**src/rtl/keypad_scanner.sv**
```systemverilog
// keypad_scanner
//   Scans a 4x4 matrix keypad by driving one column low at a time and reading
//   the pulled-up rows. A detected key is debounced over DEBOUNCE_CNT slot
//   ticks and then reported through a valid/ack handshake. A key must also be
//   seen released for DEBOUNCE_CNT ticks before scanning resumes, so each press
//   is reported only once.
//
//   Optional feature macro: KEYPAD_ACCUM_EN
//     When defined, each reported key also feeds a saturating decimal
//     accumulator on num_out (digits append, C clears). When it is not
//     defined, num_out is tied to zero.
//
// Parameters
//   SCAN_DIV      clk cycles per column slot (>= 2)
//   DEBOUNCE_CNT  consecutive equal tick samples needed for a press or release
//
// Ports
//   clk        in   1   system clock, rising edge
//   rst        in   1   asynchronous reset, active-low
//   row_in     in   4   keypad rows, 0 = pressed, asynchronous to clk
//   col_out    out  4   one-cold column drive, 0 = column active
//   key_code   out  4   code of the last accepted key
//   key_valid  out  1   high while key_code holds an unacknowledged key
//   key_ack    in   1   consumer acknowledge
//   overrun    out  1   sticky, a key arrived while key_valid was high
//   num_out    out  13  accumulated decimal value
module keypad_scanner #(
  parameter int SCAN_DIV     = 100000,
  parameter int DEBOUNCE_CNT = 20
) (
  input  logic        clk,
  input  logic        rst,
  input  logic [3:0]  row_in,
  output logic [3:0]  col_out,
  output logic [3:0]  key_code,
  output logic        key_valid,
  input  logic        key_ack,
  output logic        overrun,
  output logic [12:0] num_out
);

  localparam int SLOT_W = (SCAN_DIV > 1) ? $clog2(SCAN_DIV) : 1;
  localparam int CNT_W  = $clog2(DEBOUNCE_CNT + 1);
  localparam logic [SLOT_W-1:0] SLOT_LAST = SLOT_W'(SCAN_DIV - 1);
  localparam logic [CNT_W-1:0]  CNT_DONE  = CNT_W'(DEBOUNCE_CNT);

  typedef enum logic [1:0] {
    ST_SCAN    = 2'd0,
    ST_CONFIRM = 2'd1,
    ST_HELD    = 2'd2
  } state_t;

  logic [3:0]        row_meta_r;
  logic [3:0]        row_sync_r;
  logic [SLOT_W-1:0] slot_cnt_r;
  logic              tick_s;
  state_t            state_r;
  state_t            state_s;
  logic [CNT_W-1:0]  cnt_r;
  logic [CNT_W-1:0]  cnt_s;
  logic [3:0]        col_r;
  logic [3:0]        col_s;
  logic [1:0]        lat_row_r;
  logic [1:0]        lat_row_s;
  logic              report_s;
  logic [3:0]        report_code_s;
  logic [3:0]        key_code_r;
  logic              key_valid_r;
  logic              overrun_r;

  // Lowest-index low row; only meaningful when at least one row is low.
  function automatic logic [1:0] low_row(input logic [3:0] rows);
    logic [1:0] idx;
    if (rows[0] == 1'b0) begin
      idx = 2'd0;
    end else if (rows[1] == 1'b0) begin
      idx = 2'd1;
    end else if (rows[2] == 1'b0) begin
      idx = 2'd2;
    end else begin
      idx = 2'd3;
    end
    return idx;
  endfunction

  // Key code for the active (one-cold) column and a row index.
  function automatic logic [3:0] key_map(input logic [3:0] col, input logic [1:0] row);
    logic [3:0] code;
    case ({col, row})
      {4'b1110, 2'd0}: code = 4'h1;
      {4'b1110, 2'd1}: code = 4'h4;
      {4'b1110, 2'd2}: code = 4'h7;
      {4'b1110, 2'd3}: code = 4'h0;
      {4'b1101, 2'd0}: code = 4'h2;
      {4'b1101, 2'd1}: code = 4'h5;
      {4'b1101, 2'd2}: code = 4'h8;
      {4'b1101, 2'd3}: code = 4'hF;
      {4'b1011, 2'd0}: code = 4'h3;
      {4'b1011, 2'd1}: code = 4'h6;
      {4'b1011, 2'd2}: code = 4'h9;
      {4'b1011, 2'd3}: code = 4'hE;
      {4'b0111, 2'd0}: code = 4'hA;
      {4'b0111, 2'd1}: code = 4'hB;
      {4'b0111, 2'd2}: code = 4'hC;
      {4'b0111, 2'd3}: code = 4'hD;
      default:         code = 4'h0;
    endcase
    return code;
  endfunction

  // Next one-cold column: the zero moves up one position, column 3 wraps to 0.
  function automatic logic [3:0] next_col(input logic [3:0] col);
    return {col[2:0], col[3]};
  endfunction

  // Two-flop synchronizer for the asynchronous row inputs.
  always_ff @(posedge clk or negedge rst) begin
    if (!rst) begin
      row_meta_r <= 4'hF;
      row_sync_r <= 4'hF;
    end else begin
      row_meta_r <= row_in;
      row_sync_r <= row_meta_r;
    end
  end

  // Slot counter; its last cycle is the sampling tick.
  always_ff @(posedge clk or negedge rst) begin
    if (!rst) begin
      slot_cnt_r <= {SLOT_W{1'b0}};
    end else if (slot_cnt_r == SLOT_LAST) begin
      slot_cnt_r <= {SLOT_W{1'b0}};
    end else begin
      slot_cnt_r <= slot_cnt_r + SLOT_W'(1);
    end
  end

  assign tick_s = (slot_cnt_r == SLOT_LAST);

  // FSM state, debounce counter, column drive and latched row.
  always_ff @(posedge clk or negedge rst) begin
    if (!rst) begin
      state_r   <= ST_SCAN;
      cnt_r     <= {CNT_W{1'b0}};
      col_r     <= 4'b1110;
      lat_row_r <= 2'd0;
    end else begin
      state_r   <= state_s;
      cnt_r     <= cnt_s;
      col_r     <= col_s;
      lat_row_r <= lat_row_s;
    end
  end

  // Next-state logic. The column stays put while a key is being confirmed
  // or held, so col_r doubles as the latched column.
  always_comb begin
    state_s       = state_r;
    cnt_s         = cnt_r;
    col_s         = col_r;
    lat_row_s     = lat_row_r;
    report_s      = 1'b0;
    report_code_s = key_map(col_r, lat_row_r);
    case (state_r)
      ST_SCAN: begin
        if (!tick_s) begin
          state_s = ST_SCAN;
        end else if (row_sync_r == 4'hF) begin
          col_s = next_col(col_r);
        end else begin
          lat_row_s = low_row(row_sync_r);
          cnt_s     = CNT_W'(1);
          state_s   = ST_CONFIRM;
        end
      end
      ST_CONFIRM: begin
        if (!tick_s) begin
          state_s = ST_CONFIRM;
        end else if (row_sync_r[lat_row_r] == 1'b0) begin
          if ((cnt_r + CNT_W'(1)) >= CNT_DONE) begin
            report_s = 1'b1;
            state_s  = ST_HELD;
            cnt_s    = {CNT_W{1'b0}};
          end else begin
            cnt_s = cnt_r + CNT_W'(1);
          end
        end else begin
          // Bounce: drop the candidate silently and move on.
          state_s = ST_SCAN;
          cnt_s   = {CNT_W{1'b0}};
          col_s   = next_col(col_r);
        end
      end
      ST_HELD: begin
        if (!tick_s) begin
          state_s = ST_HELD;
        end else if (row_sync_r[lat_row_r] == 1'b1) begin
          if ((cnt_r + CNT_W'(1)) >= CNT_DONE) begin
            state_s = ST_SCAN;
            cnt_s   = {CNT_W{1'b0}};
            col_s   = next_col(col_r);
          end else begin
            cnt_s = cnt_r + CNT_W'(1);
          end
        end else begin
          // Release must be seen on consecutive ticks.
          cnt_s = {CNT_W{1'b0}};
        end
      end
      default: begin
        state_s   = ST_SCAN;
        cnt_s     = {CNT_W{1'b0}};
        col_s     = 4'b1110;
        lat_row_s = 2'd0;
      end
    endcase
  end

  // Report handshake: load on report, flag overrun if the consumer is late.
  always_ff @(posedge clk or negedge rst) begin
    if (!rst) begin
      key_code_r  <= 4'h0;
      key_valid_r <= 1'b0;
      overrun_r   <= 1'b0;
    end else if (report_s) begin
      if (!key_valid_r || key_ack) begin
        key_code_r  <= report_code_s;
        key_valid_r <= 1'b1;
      end else begin
        overrun_r <= 1'b1;
      end
    end else if (key_ack && key_valid_r) begin
      key_valid_r <= 1'b0;
      overrun_r   <= 1'b0;
    end else begin
      key_valid_r <= key_valid_r;
    end
  end

  assign col_out   = col_r;
  assign key_code  = key_code_r;
  assign key_valid = key_valid_r;
  assign overrun   = overrun_r;

`ifdef KEYPAD_ACCUM_EN
  logic [12:0] num_r;
  logic [16:0] prod_s;

  // Append the digit in 17 bits; the worst case 8191*10+9 still fits.
  always_comb begin
    prod_s = 17'(num_r) * 17'd10 + 17'(report_code_s);
  end

  // Decimal accumulator: digits append with saturation, C clears.
  always_ff @(posedge clk or negedge rst) begin
    if (!rst) begin
      num_r <= 13'd0;
    end else if (report_s) begin
      if (report_code_s <= 4'd9) begin
        if (prod_s > 17'd8191) begin
          num_r <= 13'd8191;
        end else begin
          num_r <= prod_s[12:0];
        end
      end else if (report_code_s == 4'hC) begin
        num_r <= 13'd0;
      end else begin
        num_r <= num_r;
      end
    end else begin
      num_r <= num_r;
    end
  end

  assign num_out = num_r;
`else
  assign num_out = 13'd0;
`endif

endmodule
```
**config.mk**
```make
export PLATFORM = sky130hd
export DESIGN_NAME = keypad_scanner
export DESIGN_NICKNAME = d
export VERILOG_FILES = /design/src/rtl/keypad_scanner.sv
export SDC_FILE = /design/constraint.sdc
export NUM_CORES = 1
export LEC_CHECK = 0
export ABC_AREA = 1
export CAP_MARGIN = 20
export CORE_MARGIN = 8
export CORE_UTILIZATION = 60
export DETAILED_ROUTE_END_ITERATION = 6
export PLACE_DENSITY = 0.8
export SYNTH_ARGS = -nofsm -noshare
export SYNTH_HDL_FRONTEND = slang
export SYNTH_SLANG_ARGS = --single-unit
export TNS_END_PERCENT = 5
```
**constraint.sdc**
```tcl
create_clock -name clk -period 4.65 [get_ports clk]
set_input_delay 0.93 -clock clk [delete_from_list [all_inputs] [get_ports clk]]
set_output_delay 0.93 -clock clk [all_outputs]
set_load 0.005 [all_outputs]
```
# Word level (Yosys, flattened, before mapping)
# Memory sizes are Yosys's and may differ from the RTL's. A register that Yosys moved wholly into a read port is not among the register bits.
# Index checks and enable logic that the tools add are counted.
totals:
  inputBits: 7
  elab_cells: 90
  out_inout_bits: 23
  rom_bits: 256
  regBits: 40
  mem_count: 1
mem_list:
  columns: ["name", "depth", "word_bits", "rd", "rd_ports_with_merged_regs", "write_ports", "line_no", "rtl"]
  rows:
  - ["(no name shown)", 64, 4, 1, 1, 0, "89", "case ({col, row})"]
op_classes:
  reduce_logical: 14
  mux: 43
  n_lt_le_gt_ge: 2
  n_addsub: 2
  n_eq_ne: 18
  bitwise: 1
op_table:
  columns: ["op", "n"]
  rows:
  - ["$mux W5", 7]
  - ["$mux W4", 7]
  - ["$mux W2", 12]
  - ["$ne A2 B2 Y1 const B", 9]
  - ["$add A17 B1 Y17 const B", 1]
  - ["$eq A17 B17 Y1 const B", 1]
  - ["$mux W17", 1]
  - ["$pmux W5 S3", 1]
  - ["$pmux W4 S3", 1]
  - ["$mux W1", 11]
  - ["$ne A3 B3 Y1 const B", 3]
  - ["$reduce_and A4 Y1", 2]
  - ["$reduce_and A7 Y1", 1]
  - ["$pmux W2 S3", 1]
  - ["$reduce_and A2 Y1", 3]
  - ["$add A5 B1 Y5 const B", 1]
  - ["$ge A5 B5 Y1 const B", 1]
  - ["$eq A4 B4 Y1 const B", 1]
  - ["$ne A4 B4 Y1 const B", 1]
  - ["$pmux W2 S2", 1]
  - ["$lt A2 B3 Y1 const B", 1]
  - ["$reduce_and A3 Y1", 1]
  - ["$bmux W1 S2", 1]
  - ["$eq A2 B1 Y1 const B", 1]
  - ["9 further kinds", 10]

# Longest topological paths before layout
# Gate-level depths: netlist of the first run.
logic_depth:
  depth_word: 8
  depth_mapped: 12
  depth_no_buf: 11

# Least setup slack after synthesis of the first run
# OpenSTA, ideal clock, no wires.
synth_path:
  path_type: "flip-flop to flip-flop"
  start: "register slot_cnt_r[0]"
  end: "register cnt_r[0]"
  arrival_ns: 1.436
  required_ns: 4.534
  setup_slack_ns: 3.098
  n_path_buf: 1
  period_less_slack_ns: 1.552
  setup_time_ns: 0.116
  path_stages_with_launch: 13
  cell_sequence: "dfrtp_1 > ha_1 > nand2_1 > inv_2 > nand2_1 > nor2_1 > nand2_1 > buf_6 > nand2_4 > nand3_4 > nor2_2 > nand2_1 > nand2_1"
synth_via:
  elab_chain_cells: 3
  word_cells_on_any_way: 5
  cone_classes: "eq/ne: 4; reduce/logical: 1"
synth_rtl:
  columns: ["item", "line_no", "rtl"]
  rows:
  - ["start, declared", "55", "logic [SLOT_W-1:0] slot_cnt_r;"]
  - ["start signal, assigned", "130", "slot_cnt_r <= {SLOT_W{1'b0}};"]
  - ["start signal, assigned", "132", "slot_cnt_r <= {SLOT_W{1'b0}};"]
  - ["start signal, assigned", "134", "slot_cnt_r <= slot_cnt_r + SLOT_W'(1);"]
  - ["$eq A17 B17 Y1 *", "138", "assign tick_s = (slot_cnt_r == SLOT_LAST);"]
  - ["$ne A2 B2 Y1 (no source line)", null, null]
  - ["$reduce_and A4 Y1 (no source line) *", null, null]
  - ["end signal, assigned", "144", "cnt_r <= {CNT_W{1'b0}};"]
  - ["end signal, assigned", "149", "cnt_r <= cnt_s;"]
  - ["end, declared", "59", "logic [CNT_W-1:0] cnt_r;"]
# Mark *: on every way between the ends. The rest lies on a longest branch, timed or not.
# A chain may end at the register's enable or synchronous reset.

# Worst setup path after layout of the first run
layout_path:
  start: "register col_r[2], in the netlist col_out[2]"
  end: "output col_out[2]"
layout_rtl:
  columns: ["item", "line_no", "rtl"]
  rows:
  - ["start, declared", "61", "logic [3:0] col_r;"]
  - ["start signal, assigned", "150", "col_r <= col_s;"]
  - ["end, declared", "34", "output logic [3:0] col_out,"]
# No word-level cell between the ends.

==> impl_metrics.json, run 1 <==
{
  "min_period_over_period": 0.5124,
  "yosysMostFrequentCell": "nand2_1",
  "rsz0062_at_grt": "false",
  "fin_ws_ns": 2.267,
  "start_kind": "flop",
  "period_minus_slack_ns": 2.383,
  "syn-instance-count": 344,
  "total_power_uw": 704.3,
  "cp_top_family": "flip-flops",
  "area_growth_pct": 10.03,
  "cts_max_level": 2,
  "hold_class": "reg2reg",
  "hpwl_um": 3819,
  "yosysUniqueCellTypes": 28,
  "dp_cells": 409,
  "antenna-diode-count": 0,
  "gp_congestion": 0.9635,
  "postCtsResizedCells": 0,
  "cts_tree": "built",
  "clock_latency_ns": 0.30,
  "nets": 381,
  "io_pins": 30,
  "die_area_sq_um": 6763,
  "grt_max_degree": 45,
  "root_buffer": "clkbuf_8",
  "fmax_mhz": 419.7,
  "io_buffers": 16,
  "synth_area_sq_um": 2633,
  "grt_use_total": 0.1676,
  "timing.rr.start": "slot_cnt_r[0]",
  "leakage_nw": 1.390,
  "cp_max_fo": 9,
  "place_ws_ns": 2.538,
  "numCtsBuffers": 5,
  "critPathMaxStageDelay_ns": 0.62,
  "drt_iter0_markers": 153,
  "cp_num_buf_inv": 1,
  "wl_per_cell_um": 12.30,
  "crit_arrival_ns": 1.45,
  "vias_per_cell": 5.305,
  "start_util": 0.6131,
  "layout.cells.non_filler": 417,
  "cts_hold_buf": 0,
  "drive_gt1_frac": 0.09589,
  "crit_start": "col_out[2]",
  "fin_skew_ns": 0.01207,
  "grt_overflow": 0,
  "min_from": "row_meta_r[1]",
  "endpoint_kind": "output port",
  "yosys.area.top_type": "dfrtp_1",
  "synthArstFlopShare": 1.000,
  "clkTransAtPathRegs_ns": 0.09,
  "synth_area_leaders": "dfrtp_1 (31%), nand2_1 (12%), dfstp_2 (11%)",
  "drt_wl_total_um": 5128,
  "worstSetupPathType": "reg2out",
  "drt_pass1_iterations": 4,
  "routed-via-count": 2212,
  "drv_cap": 0,
  "row_count": 24,
  "post-route-drc-count": 0,
  "tightest_slew_ns": 0.9384,
  "synth_ff_type": "dfrtp_1",
  "fp.dieH_um": 82.24,
  "cts_setup_buffers": 0,
  "vdd_drop_max_v": 0.0002121,
  "core_sq_um": 4294,
  "synth_edf_count": 0,
  "status": "completed",
  "yosysSeqAreaShare": 0.4235,
  "setup_viol": 0,
  "grt_pass1_vias": 2097,
  "cp_cell_sequence": "clkdlybuf4s50_1",
  "yosys_warnings": 0,
  "antenna_found_initial": 0,
  "postSynthAreaPerCell_sq_um": 7.653,
  "cp.required_ns": 3.72,
  "tns_ns": 0,
  "ys_ff_latch": 44,
  "synth_common_cells": "nand2_1 (82), inv_1 (52), dfrtp_1 (33)",
  "synth_top_area_frac": 0.3137,
  "ant_nets": 0,
  "holdWs_ns": 0.3587,
  "maxSlewViolCount": 0,
  "slowest_stage": "dfstp_2",
  "clock-sinks": 44,
  "max_slew_margin": 0.3744,
  "die_w_um": 82.24,
  "cts_buffer_depth": 2,
  "hold_viol": 0,
  "grt_pass1_wl_um": 8983,
  "p_per_area_nw_per_um2": 243.1
}
==> metrics by stage <==
step | cell area, sq um | util
6_report | 2897 | 0.6745
3_5_place_dp | 2785 | 0.6486
4_1_cts | 2897 | 0.6745
3_3_place_gp | 2785 | 0.6486
5_1_grt | 2897 | 0.6745
2_1_floorplan | 2678 | -
==> metal layers <==
| layer | part of all wire | wire (um) | track usage |
|---|---|---|---|
| met5 | 0 | 0 | 0 |
| met1 | 0.45 | 2319 | 0.2122 |
| met2 | 0.47 | 2413 | 0.2803 |
| met4 | 0.014 | 73 | 0.06491 |
| met3 | 0.063 | 322 | 0.02597 |
==> state kept, by name, summed over array words and instances (netlist names), 2 cells and up <==
name        flops
col_out         4
cnt_r           5
slot_cnt_r     17
row_meta_r      4
lat_row_r       2
state_r         2
key_code        4
row_sync_r      4
==> worst paths after layout <==
| path | end | slack [ns] | depth (start not counted) |
|---|---|---|---|
| max in group asynchronous | cnt_r[4] | 3.30 | 1 |
| worst max-delay path | col_out[2] | 2.27 | 1 |
| min in group asynchronous | slot_cnt_r[9] | 0.77 | 1 |
| worst min-delay path | row_sync_r[1] | 0.36 | 0 |
| worst min register to register | row_sync_r[1] | 0.36 | 0 |
| worst max register to register | cnt_r[0] | 2.53 | 11 |
==> placed cells by master (no fill, tap or decap), drive strengths merged <==
| master | instances |
|---|---|
| a21oi | 10 |
| buf | 1 |
| bufinv | 1 |
| clkbuf | 5 |
| clkdlybuf4s50 | 15 |
| clkinv | 1 |
| clkinvlp | 1 |
| conb | 13 |
| dfrtp | 33 |
| dfstp | 11 |
| ha | 10 |
| inv | 57 |
| nand2 | 84 |
| nand3 | 28 |
| nand3b | 2 |
| nand4 | 13 |
| nor2 | 35 |
| nor3 | 5 |
| nor4 | 3 |
| o21ai | 30 |
| o22ai | 2 |
| o31ai | 1 |
| xor2 | 4 |
==> cell families (layout without fill, tap and decap cells) <==
kind of cell | Yosys count | in the layout | synth area share
buf+inv | 72 | 81 | 0.1240
other cells | 1 | 13 | 0.001424
compound gates | 43 | 43 | 0.08888
xor+xnor | 4 | 4 | 0.01331
simple gates | 170 | 170 | 0.3013
fa+ha+maj | 10 | 10 | 0.04753
flops | 44 | 44 | 0.4235
==> final cells by class <==
cell class | instances | area [sq um]
flip-flops and latches | 44 | 1115
repair buffers | 16 | 155.1
fillers | 369 | 1398
inverters | 57 | 214.0
clock buffers | 5 | 68.82
clock inverters | 3 | 42.54
multi-input cells | 240 | 1236
well taps | 52 | 65.06
==> report_power, final <==
group / total [mW] / internal [mW] / switching [mW] / leakage, nW
Combinational: 0.0215 / 0.00738 / 0.0141 / 0.796
Sequential: 0.393 / 0.390 / 0.00277 / 0.540
Clock: 0.290 / 0.159 / 0.131 / 0.0541
Note: power is estimated with default switching activity, not from simulation.
==> run 2: changes to the inputs <==
--- a/config.mk
+++ b/config.mk
@@ -8,9 +8,9 @@
 export ABC_AREA = 1
 export CAP_MARGIN = 20
 export CORE_MARGIN = 8
-export CORE_UTILIZATION = 60
+export CORE_UTILIZATION = 56
 export DETAILED_ROUTE_END_ITERATION = 6
-export PLACE_DENSITY = 0.8
+export PLACE_DENSITY = 0.76
 export SYNTH_ARGS = -nofsm -noshare
 export SYNTH_HDL_FRONTEND = slang
 export SYNTH_SLANG_ARGS = --single-unit
==> constraint.sdc (replaced) <==
create_clock -name clk -period 2.3 [get_ports clk]
set_input_delay 0.46 -clock clk [delete_from_list [all_inputs] [get_ports clk]]
set_output_delay 0.46 -clock clk [all_outputs]
set_load 0.005 [all_outputs]
==> impl_metrics.json, run 2 (synthesis results as in run 1) <==
{
  "status": "completed",
  "fin_skew_ns": 0.01146,
  "tns_ns": 0,
  "nets": 384,
  "min_period_over_period": 0.8272,
  "fmax_mhz": 525.6,
  "die_w_um": 84.57,
  "core_sq_um": 4629,
  "met1_usage": 0.1924,
  "drive_gt1_frac": 0.1033,
  "period_minus_slack_ns": 1.903,
  "io_buffers": 16,
  "p_per_area_nw_per_um2": 496.7,
  "post-route-util": 0.6319,
  "rsz0062_at_grt": "false",
  "fp.dieH_um": 84.57,
  "vdd_drop_max_v": 0.0004330,
  "grt_overflow": 0,
  "grt_pass1_wl_um": 8763,
  "top_register": "slot_cnt_r",
  "layout_commonest_cell": "nand2_1",
  "hpwl_um": 3825,
  "cp.required_ns": 2.55,
  "cts_setup_buffers": 0,
  "largestRegisters": "slot_cnt_r: 17 flops, cnt_r: 5 flops",
  "row_count": 25,
  "numCtsBuffers": 5,
  "grt_util_met2": 0.2305,
  "clkTransAtPathRegs_ns": 0.10,
  "vias_per_cell": 5.204,
  "hold_class": "in2async",
  "tightest_slew_ns": 0.5431,
  "maxSlewViolCount": 0,
  "grt_use_total": 0.1484,
  "grt_max_degree": 45,
  "drt_wl_total_um": 5189,
  "area_growth_pct": 11.12,
  "wl_per_cell_um": 12.30,
  "leakage_nw": 1.404,
  "setup_viol": 0,
  "use_met3": 0.04000,
  "start_util": 0.5686,
  "io_pins": 30,
  "cts_tree": "built",
  "gp_congestion": 0.8943,
  "layout_common_cells": "nand2_1 (82), inv_1 (52), dfrtp_1 (33), nor2_1 (32), nand3_1 (24)",
  "drt_iter0_markers": 151,
  "cp_max_fo": 5,
  "worstSetupPathType": "reg2reg",
  "ant_nets": 0,
  "largest_reg_flops": 17,
  "holdWs_ns": 0.2009,
  "cts_max_level": 2,
  "endpoint_kind": "flop",
  "clock_latency_ns": 0.31,
  "die_area_sq_um": 7151,
  "routed-via-count": 2196,
  "drt_pass1_iterations": 4,
  "postCtsResizedCells": 0,
  "clock-sinks": 44,
  "crit_arrival_ns": 2.15,
  "antenna_found_initial": 0,
  "cts_buffer_depth": 2,
  "cts_hold_buf": 0,
  "post-route-drc-count": 0,
  "start_kind": "flop",
  "max_slew_margin": 0.6379,
  "root_buffer": "clkbuf_8",
  "drv_cap": 0,
  "grt-busiest-layer": "met2",
  "grt_pass1_vias": 2015,
  "antenna-diode-count": 0,
  "hold_viol": 0
}
## run 2: cell types whose count changed in the layout (fill, tap and decap cells not counted), sizes merged
cell | previous run | this run
buf | 1 | 4
clkinv | 1 | 0
inv | 57 | 58
## run 2: per-layer routing
metal / vias up / wire length [um]
met2: 63 / 2287
met1: 1007 / 2556
met4: 0 / 63
li1: 1119 / -
met3: 7 / 281
met5: - / 0
## run 2: cell type report
class | instances | area, sq um
well taps | 54 | 67.56
inverters | 57 | 214.0
flip-flops and latches | 44 | 1115
fillers | 409 | 1704
clock buffers | 5 | 68.82
clock inverters | 3 | 46.29
multi-input cells | 240 | 1236
repair buffers | 19 | 177.7
## run 2: path summary, 6_finish.rpt
path | from | to | slack (ns) | cells after the start
worst max-delay path | slot_cnt_r[0] | state_r[1] | 0.40 | 12
worst min-delay path | rst | slot_cnt_r[12] | 0.20 | 2
worst max register to register | slot_cnt_r[0] | state_r[1] | 0.40 | 12
worst min register to register | row_meta_r[0] | row_sync_r[0] | 0.36 | 0
max in group asynchronous | rst | col_out[1] | 1.69 | 2
min in group clk | row_meta_r[0] | row_sync_r[0] | 0.36 | 0
## run 2: critical path, cell delays in order, from the launching register on
cell and delay [ns]:
dfrtp_1 0.39, ha_1 0.18, nand2_1 0.09, inv_2 0.08, nand2_1 0.10, nor2_1 0.12
nand2_1 0.19, buf_4 0.23, nor2_8 0.11, inv_1 0.05, a21oi_1 0.17, nand2_1 0.08
nand2_1 0.06
## run 2: report_power, final
group | total [mW] | internal [mW] | switching [mW] | leakage [nW]
registers | 0.794 | 0.788 | 0.00568 | 0.540
clock network | 0.615 | 0.327 | 0.287 | 0.0548
logic | 0.0447 | 0.0160 | 0.0287 | 0.809
total | 1.45 | 1.13 | 0.322 | 1.40
## run 2: through the flow
| stage | cell area (sq um) | power, mW | setup slack [ns] | instances |
|---|---|---|---|---|
| 6_report | 2925 | 1.453 | 0.3974 | 422 |
| 5_1_grt | 2925 | 1.504 | 0.2272 | 422 |
| 4_1_cts | 2925 | 1.475 | 0.3893 | 422 |
| 3_5_place_dp | 2810 | 0.8535 | 0.4274 | 414 |
| 3_3_place_gp | 2810 | 0.8529 | 0.5086 | 414 |
| 2_1_floorplan | 2678 | 0.8361 | 0.7477 | 356 |
==> run 3: changes to the inputs <==
--- a/config.mk
+++ b/config.mk
@@ -8,9 +8,9 @@
 export ABC_AREA = 1
 export CAP_MARGIN = 20
 export CORE_MARGIN = 8
-export CORE_UTILIZATION = 56
+export CORE_UTILIZATION = 51
 export DETAILED_ROUTE_END_ITERATION = 6
-export PLACE_DENSITY = 0.76
+export PLACE_DENSITY = 0.72
 export SYNTH_ARGS = -nofsm -noshare
 export SYNTH_HDL_FRONTEND = slang
 export SYNTH_SLANG_ARGS = --single-unit
==> constraint.sdc (replaced) <==
create_clock -name clk -period 1.7 [get_ports clk]
set_input_delay 0.34 -clock clk [delete_from_list [all_inputs] [get_ports clk]]
set_output_delay 0.34 -clock clk [all_outputs]
set_load 0.005 [all_outputs]
==> impl_metrics.json, run 3 (synthesis results as in run 1) <==
{
  "status": "completed",
  "drv_cap": 0,
  "cts_max_level": 2,
  "leakage_nw": 1.611,
  "root_buffer": "clkbuf_8",
  "place_ws_ns": -0.06433,
  "cp.required_ns": 1.90,
  "cts_tree": "built",
  "rsz0062_at_grt": "true",
  "fin_ws_ns": 0.01706,
  "start_kind": "flop",
  "core_sq_um": 5042,
  "slowest_stage": "dfrtp_1",
  "clock_latency_ns": 0.30,
  "gp_congestion": 0.9043,
  "grt_max_degree": 22,
  "min_period_over_period": 0.9900,
  "maxSlewViolCount": 0,
  "nets": 411,
  "routed-via-count": 2328,
  "largestRegisters": "slot_cnt_r: 17 flops, cnt_r: 5 flops",
  "holdWs_ns": 0.3590,
  "fin_area_sq_um": 3233,
  "critPathMaxStageDelay_ns": 0.37,
  "drt_wl_total_um": 5808,
  "cp_cell_sequence": "ha_2 -> nand2_2 -> inv_2 -> nand2_2 -> nor2_2 -> nand2_2 -> buf_6 -> nor2_8 -> nand3_4 -> o21ai_2 -> inv_1",
  "clkTransAtPathRegs_ns": 0.09,
  "clock-sinks": 44,
  "die_area_sq_um": 7717,
  "fmax_mhz": 594.2,
  "io_buffers": 16,
  "drt_pass1_iterations": 4,
  "layout.cells.non_filler": 465,
  "drt_iter0_markers": 151,
  "layout_common_cells": "nand2_1 (77), inv_1 (52), dfrtp_1 (32), nor2_1 (29), buf_4 (28)",
  "post-route-drc-count": 0,
  "antenna-diode-count": 0,
  "place_area_sq_um": 2980,
  "largest_reg_flops": 17,
  "grt_pass1_wl_um": 9818,
  "layout_commonest_cell": "nand2_1",
  "die_w_um": 87.85,
  "worstSetupPathType": "reg2reg",
  "endpoint_kind": "flop",
  "numCtsBuffers": 5,
  "antenna_found_initial": 0,
  "io_pins": 30,
  "grt_use_total": 0.1605,
  "fin_skew_ns": 0.004994,
  "vdd_drop_max_v": 0.0005626,
  "area_growth_pct": 22.81,
  "setup_viol": 0,
  "hpwl_um": 4442,
  "fp.dieH_um": 87.85,
  "drive_gt1_frac": 0.2025,
  "grt_pass1_vias": 2199,
  "row_count": 26,
  "wl_per_cell_um": 12.49,
  "start_util": 0.5221,
  "vias_per_cell": 5.006,
  "hold_viol": 0,
  "grt_overflow": 0,
  "nFillCells": 443,
  "hold_class": "reg2reg",
  "p_per_area_nw_per_um2": 607.5,
  "top_register": "slot_cnt_r",
  "dp_cells": 450,
  "tns_ns": 0,
  "cp_max_fo": 8,
  "ant_nets": 0,
  "cts_buffer_depth": 2,
  "period_minus_slack_ns": 1.683,
  "crit_arrival_ns": 1.88,
  "worst_path_most_repeated_cell": "nand2_2"
}
==> run 3: path summary, 6_finish.rpt <==
| path | slack, ns | depth (start not counted) | to | from |
|---|---|---|---|---|
| worst max-delay path | 0.02 | 11 | key_code[2] | slot_cnt_r[1] |
| worst min-delay path | 0.36 | 0 | row_sync_r[1] | row_meta_r[1] |
| worst max register to register | 0.02 | 11 | key_code[2] | slot_cnt_r[1] |
| worst min register to register | 0.36 | 0 | row_sync_r[1] | row_meta_r[1] |
| max in group asynchronous | 0.61 | 3 | col_out[2] | rst |
| min in group asynchronous | 0.52 | 2 | slot_cnt_r[4] | rst |
==> run 3: timing repair <==
action | CTS | global route
hold buffers | 1 | 0
setup endpoints to repair | 9 | 23
gates resized for setup | 4 | 21
endpoints found under the hold margin | 9 | 0
gates cloned | 0 | 0
pin swaps | 1 | 8
setup buffers | 1 | 5
==> run 3: final cells by class <==
cell class | instances | area, sq um | share of cell area
multi-input combinational | 240 | 1306 | 0.4040
tap | 70 | 87.58 | 0.02709
clock buffer | 5 | 68.82 | 0.02128
sequential | 44 | 1116 | 0.3452
inverter | 57 | 216.5 | 0.06695
clock inverter | 3 | 47.55 | 0.01471
timing repair buffer | 46 | 390.4 | 0.1207
==> run 3: worst max-delay path: cells and delay by family, from the launching register on <==
kind / cells / cell delay (ns)
and+or+nand+nor: 6 / 0.60
adders and majority gates: 1 / 0.19
DFF: 1 / 0.37
AOI/OAI and AO/OA: 1 / 0.15
buffers and inverters: 3 / 0.27
==> run 3: power by group <==
group | total (mW) | leakage (nW) | internal, mW | switching, mW
sequential | 1.07 | 0.538 | 1.07 | 0.00662
combinational | 0.0677 | 1.01 | 0.0263 | 0.0414
clock | 0.824 | 0.0583 | 0.443 | 0.381
total | 1.96 | 1.61 | 1.54 | 0.429
==> run 3: per-layer routing <==
| metal | up-vias | share of wire | GRT usage | wire, um |
|---|---|---|---|---|
| met1 | 1070 | 0.45 | 0.2025 | 2615 |
| li1 | 1176 | - | - | - |
| met4 | 0 | 0.015 | 0.05938 | 86 |
| met3 | 9 | 0.059 | 0.03283 | 344 |
| met2 | 73 | 0.48 | 0.2627 | 2761 |
| met5 | - | 0 | 0 | 0 |
==> run 3: stage by stage <==
step           total power [mW]    util
2_1_floorplan             1.131       -
3_3_place_gp              1.156  0.5911
3_5_place_dp              1.159  0.5911
4_1_cts                   1.992  0.6208
5_1_grt                   2.044  0.6412
6_report                  1.964  0.6412
